==> src/rtl/fifo_rd_chk_pkg.sv <==
// Shared types and defaults for the FIFO read-side frame checker.
// Optional stop-on-first-error behaviour is selected with FIFO_RD_CHK_STOP_ON_ERR_EN.
package fifo_rd_chk_pkg;

  typedef enum logic [1:0] {
    IDLE,
    RUN,
    FIN
  } state_t;

  localparam int DEFAULT_W     = 16;
  localparam int DEFAULT_STEP  = 5;
  localparam int DEFAULT_LEN_W = 8;

  localparam logic [DEFAULT_LEN_W-1:0] ERR_IDX_NONE = '1;

endpackage

==> src/rtl/fifo_rd_chk_patgen.sv <==
// Running expected-value generator: holds i*STEP mod 2^W as an accumulator,
// so the checker never needs a multiplier.
module fifo_rd_chk_patgen
  import fifo_rd_chk_pkg::*;
#(
  parameter int W    = DEFAULT_W,
  parameter int STEP = DEFAULT_STEP
) (
  input  logic         read_clk,
  input  logic         reset_n,
  input  logic         clear,
  input  logic         advance,
  output logic [W-1:0] exp_val
);

  logic [W-1:0] exp_val_d;
  logic [W-1:0] exp_val_q;

  always_comb begin
    exp_val_d = exp_val_q;
    if (clear) begin
      exp_val_d = '0;
    end else if (advance) begin
      exp_val_d = exp_val_q + W'(STEP);
    end
  end

  always_ff @(posedge read_clk or negedge reset_n) begin
    if (!reset_n) begin
      exp_val_q <= '0;
    end else begin
      exp_val_q <= exp_val_d;
    end
  end

  assign exp_val = exp_val_q;

endmodule

==> config.mk <==
export PLATFORM = sky130hd
export DESIGN_NAME = fifo_rd_chk_patgen
export DESIGN_NICKNAME = d
export VERILOG_FILES = /design/src/rtl/fifo_rd_chk_pkg.sv /design/src/rtl/fifo_rd_chk_patgen.sv
export SDC_FILE = /design/constraint.sdc
export NUM_CORES = 1
export LEC_CHECK = 0
export ABC_AREA = 0
export CELL_PAD_IN_SITES_DETAIL_PLACEMENT = 1
export CELL_PAD_IN_SITES_GLOBAL_PLACEMENT = 1
export CORE_MARGIN = 5
export CORE_UTILIZATION = 39
export CTS_CLUSTER_DIAMETER = 80
export DETAILED_ROUTE_END_ITERATION = 7
export GPL_TIMING_DRIVEN = 0
export MAX_ROUTING_LAYER = met4
export PLACE_DENSITY = 0.8
export REMOVE_ABC_BUFFERS = 1
export SYNTH_ARGS = -nofsm -noshare
export SYNTH_HDL_FRONTEND = slang
export SYNTH_SLANG_ARGS = --single-unit
==> constraint.sdc <==
create_clock -name read_clk -period 3.34 [get_ports read_clk]
set_input_delay 0.501 -clock read_clk [delete_from_list [all_inputs] [get_ports read_clk]]
set_output_delay 0.501 -clock read_clk [all_outputs]
set_load 0.01 [all_outputs]
# Yosys cells after proc, flatten, opt, wreduce, memory -nomap -nowiden
# Index checks and enable logic that the tools add are counted.
[op_classes] addsub=1 n_mux=2 n_reduce_logical=1
[op_table] cell="16-bit 2-to-1 mux" count=2
[op_table] cell="16-bit by 3-bit adder with 16-bit output, second input constant" count=1
[op_table] cell="2-bit nonzero test" count=1
[word_totals] out_inout_bits=16 input_bits=4 elab_cells=5 regBits=16

# Logic depth before layout (Yosys ltp)
[depth] word_depth=3 mapped_depth=5 depth_no_buf=5

# Worst setup path after synthesis
# Ideal clock, no wire load.
[synth_path] kind="input-to-reg" from="in advance" to="reg exp_val_q[13], in the netlist exp_val[13]" path_buffers=1 path_slack_ps=1676 setup_ps=125 required_time_ps=3215 cell_stages=5 t_arrival_ps=1539 cell_sequence="buf_4 > o211ai_4 > or3_4 > nor2_1 > mux2_2"
[synth_between] elab_chain_cells=1
[synth_lines] item="start, declared" line_no="fifo_rd_chk_patgen.sv:12" rtl="input logic advance,"
[synth_lines] item="2-bit nonzero test (no line)"
[synth_lines] item="end signal, assigned" line_no="fifo_rd_chk_patgen.sv:32" rtl="exp_val_q <= exp_val_d;"
[synth_lines] item="end, declared" line_no="fifo_rd_chk_patgen.sv:17" rtl="logic [W-1:0] exp_val_q;"
# No other way between the ends.
# A chain may end at the register's enable or synchronous reset.

# Worst setup path in the final report
[layout_path] from="in clear" to="reg exp_val_q[15], in the netlist exp_val[15]"
[layout_between] elab_chain_cells=1 elab_cells_between_ends=2 cone_classes="1 x mux; 1 x reduce/logical"
[layout_lines] item="start, declared" line_no="fifo_rd_chk_patgen.sv:11" rtl="input logic clear,"
[layout_lines] item="16-bit 2-to-1 mux or 2-bit nonzero test (tied branches)"
# Several ways; a longest one is shown, not always the timed one.

==> results.txt <==
Synth cell types - 23
First-pass GRT wire length - 3174 µm
Rows - 16
Worst EP arrival - 2570 ps
Final Skew - 3.022 ps
Chip width - 55.77 µm
Yosys warnings - 0
Unrepaired setup endpoints after global routing - false
Int Power - 285.6 µW
DP HPWL - 1313 µm
Die Y - 55.77 µm
CTS Sinks - 16
Share of cells above drive strength 1 - 8.000%
Area Growth Syn to Fin - 29.10%
Post-synthesis sequential area ratio - 49.00%
Net Sw Frac - 25.62%
Part of the power in registers - 53.5%
Combinational share of power - 11.9%
Initial Util - 41.22%
Xor/xnor cell area share of the yosys netlist - 10.72%
Crit-path cells - clkdlybuf4s50_1, o211ai_4, or3_4, or3_1, a21oi_1
Outcome - finished, final reports clean
Global Route Usage Sum - 13.43%
Slowest cell delay on critical path - 940 ps
PortBufs - 19
Vias - 656
Required @ worst endpoint - 3550 ps
Placed Instance Area - 1018 µm²
CTS tree - built
Multiplexer area fraction after synthesis - 3.982%
Ant diodes - 0
DRT antenna net count - 0
R2R Path Start - exp_val[0]
Fin nets - 106
Setup tns final - 0 ps
# IOs - 20
Peak VDD IR - 0.2606 mV
RR Endpoint - exp_val[14]
MaxCap Viol Count - 0
Synth top area cells - dfrtp_1 (49%), xnor2_1 (11%), nor2_1 (6.9%)
Min-delay worst type - flop to flop
Main combinational cell family by area after synthesis - simple AND/OR/NAND/NOR gates
Core area - 1982 µm²
Clock share of power - 34.6%
Placer Congestion - 0.7117
WS Path Type - primary input to flop
Clk_lat worst skew - 290 ps
Type of origin of the critical path - primary input
Hold violation count in the final report - 0
Syn Area/Cell - 10.21 µm²
Clock transition at the registers of the reported paths - 100 ps
Clock Tree Buf Depth - 2
Cell taking the most area after synthesis - dfrtp_1
Largest net degree at the start of global routing - 20
Vias in the first global route - 698
Switching Power - 98.39 µW
Crit. End Element - flop
Via density - 5.165
Highest Clock Rate - 0.4242 GHz
Final wirelength - 1812 µm
Period minus WS final - 2358 ps
CP max stage cell - clkdlybuf4s50_1
Post_cts resized - 0
Period utilisation layout - 70.59%
Hold Path End - exp_val[15]
Cell area after layout - 1055 µm²
# setup viols final - 0
GR Overflow Total - 0
Synthesized instance count - 80
Synth Area in Simple Gates - 25.11%
Total iterations of the first detailed-routing run - 4
Reg2reg path depth - 5
Largest register FFs - 16
Netlist area before placement - 817.0 µm²
Synth async-reset ratio - 100.0%
Initial antenna violation count - 0
Crit Path Max Fanout - 19
Final-report max-slew violation count - 0
R2R setup slack - 1670 ps
Seq cells post-synth - 16
Complex-gate fraction of the synthesized area - 6.891%
Lkg Pwr - 0.0003976 µW
Area of the die - 3110 µm²
Post-CTS setup buffers - 0
Total CTS buffers - 3
Fraction of the mapped netlist area in adder cells - 1.531%
Placed instance count - 123
DRC Markers - 0
Iter 0 DRT Violations - 1
Synth top area share - 49.00%
Tightest Pin Transition - 731.8 ps
Ys flop type - dfrtp_1
Most frequent cells after synthesis - dfrtp_1 (16), nor2_1 (15), xnor2_1 (10)
DR WL/cell - 14.27 µm
Hold Crit Depth - 2
PD cells - 364.1 nW/µm²
Relative slew slack - 51.06%
# hold bufs at CTS - 0
Root Driver - clkbuf_4
Count leader, synth - dfrtp_1
EDFF count, synth - 0
Hold path start - exp_val[15]
Layout Cells excl Fill - 127
H-tree levels - 1
## critical path: cells and delay by family
family          cells  cell delay, ps
compound gates      2             360
buf+inv             1             940
simple gates        2             750
## worst max path at each step
stage	end	cells after the start	startpoint	slack, ps
floorplan	exp_val[13]	4	exp_val[0]	1810
global placement	exp_val[13]	5	clear	670
detailed placement	exp_val[15]	5	clear	660
CTS	exp_val[15]	5	clear	970
global route	exp_val[15]	5	clear	870
finish	exp_val[15]	5	clear	980
## area by class of cell
type | count | area (µm²)
fill | 222 | 927.1
sequential | 16 | 400.4
multi-input combinational | 61 | 394.1
timing repair buffer | 19 | 190.2
clock buffer | 4 | 36.28
tap | 27 | 33.78
## placed cells by master, fill, tap and decap left out, drive strengths merged, types with 2 or more instances in the layout
cell type / netlist / layout
clkdlybuf4s50: 0 / 19
mux2: 2 / 2
dfrtp: 16 / 16
nor3: 2 / 2
nor2b: 4 / 4
nand4: 2 / 2
nor4: 2 / 2
a21oi: 4 / 4
nor2: 15 / 15
o21ai: 3 / 3
clkbuf: 1 / 4
or3: 4 / 4
nor4b: 2 / 2
nand2: 4 / 4
xnor2: 10 / 10
nand3: 2 / 2
## power by group through the flow
stage / combinational, µW / clock (µW) / sequential (µW)
6_report: 45.6 / 133 / 205
5_1_grt: 51.4 / 144 / 207
4_1_cts: 47.0 / 137 / 206
3_5_place_dp: 46.2 / 0 / 209
3_3_place_gp: 45.4 / 0 / 209
2_1_floorplan: 16.8 / 0 / 211
## routing by layer
layer | up-vias | routed length (µm) | global-route usage [%]
met4 | 0 | 48 | 8.333
met2 | 10 | 884 | 22.13
li1 | 317 | - | -
met5 | - | 0 | -
met3 | 4 | 49 | 2.320
met1 | 325 | 829 | 15.02
## cells by family after synthesis
family | Yosys count
and+or+nand+nor | 39
DFF | 16
xor gates and xnor gates | 10
AOI/OAI and AO/OA | 8
buffers and inverters | 3
muxes | 3
adders and majority gates | 1
## per-stage QoR
step	setup WS (ps)	hold slack [ps]	power (µW)	util, %
detailed placement	655.6	557.8	255.6	51.39
floorplan	1807	205.4	228.0	-
global placement	670.4	533.9	254.5	51.39
global route	868.4	601.6	401.7	53.22
finish	982.4	568.1	384.0	53.22
CTS	968.0	576.6	389.7	53.22
Power figures use the tool's default switching activity.
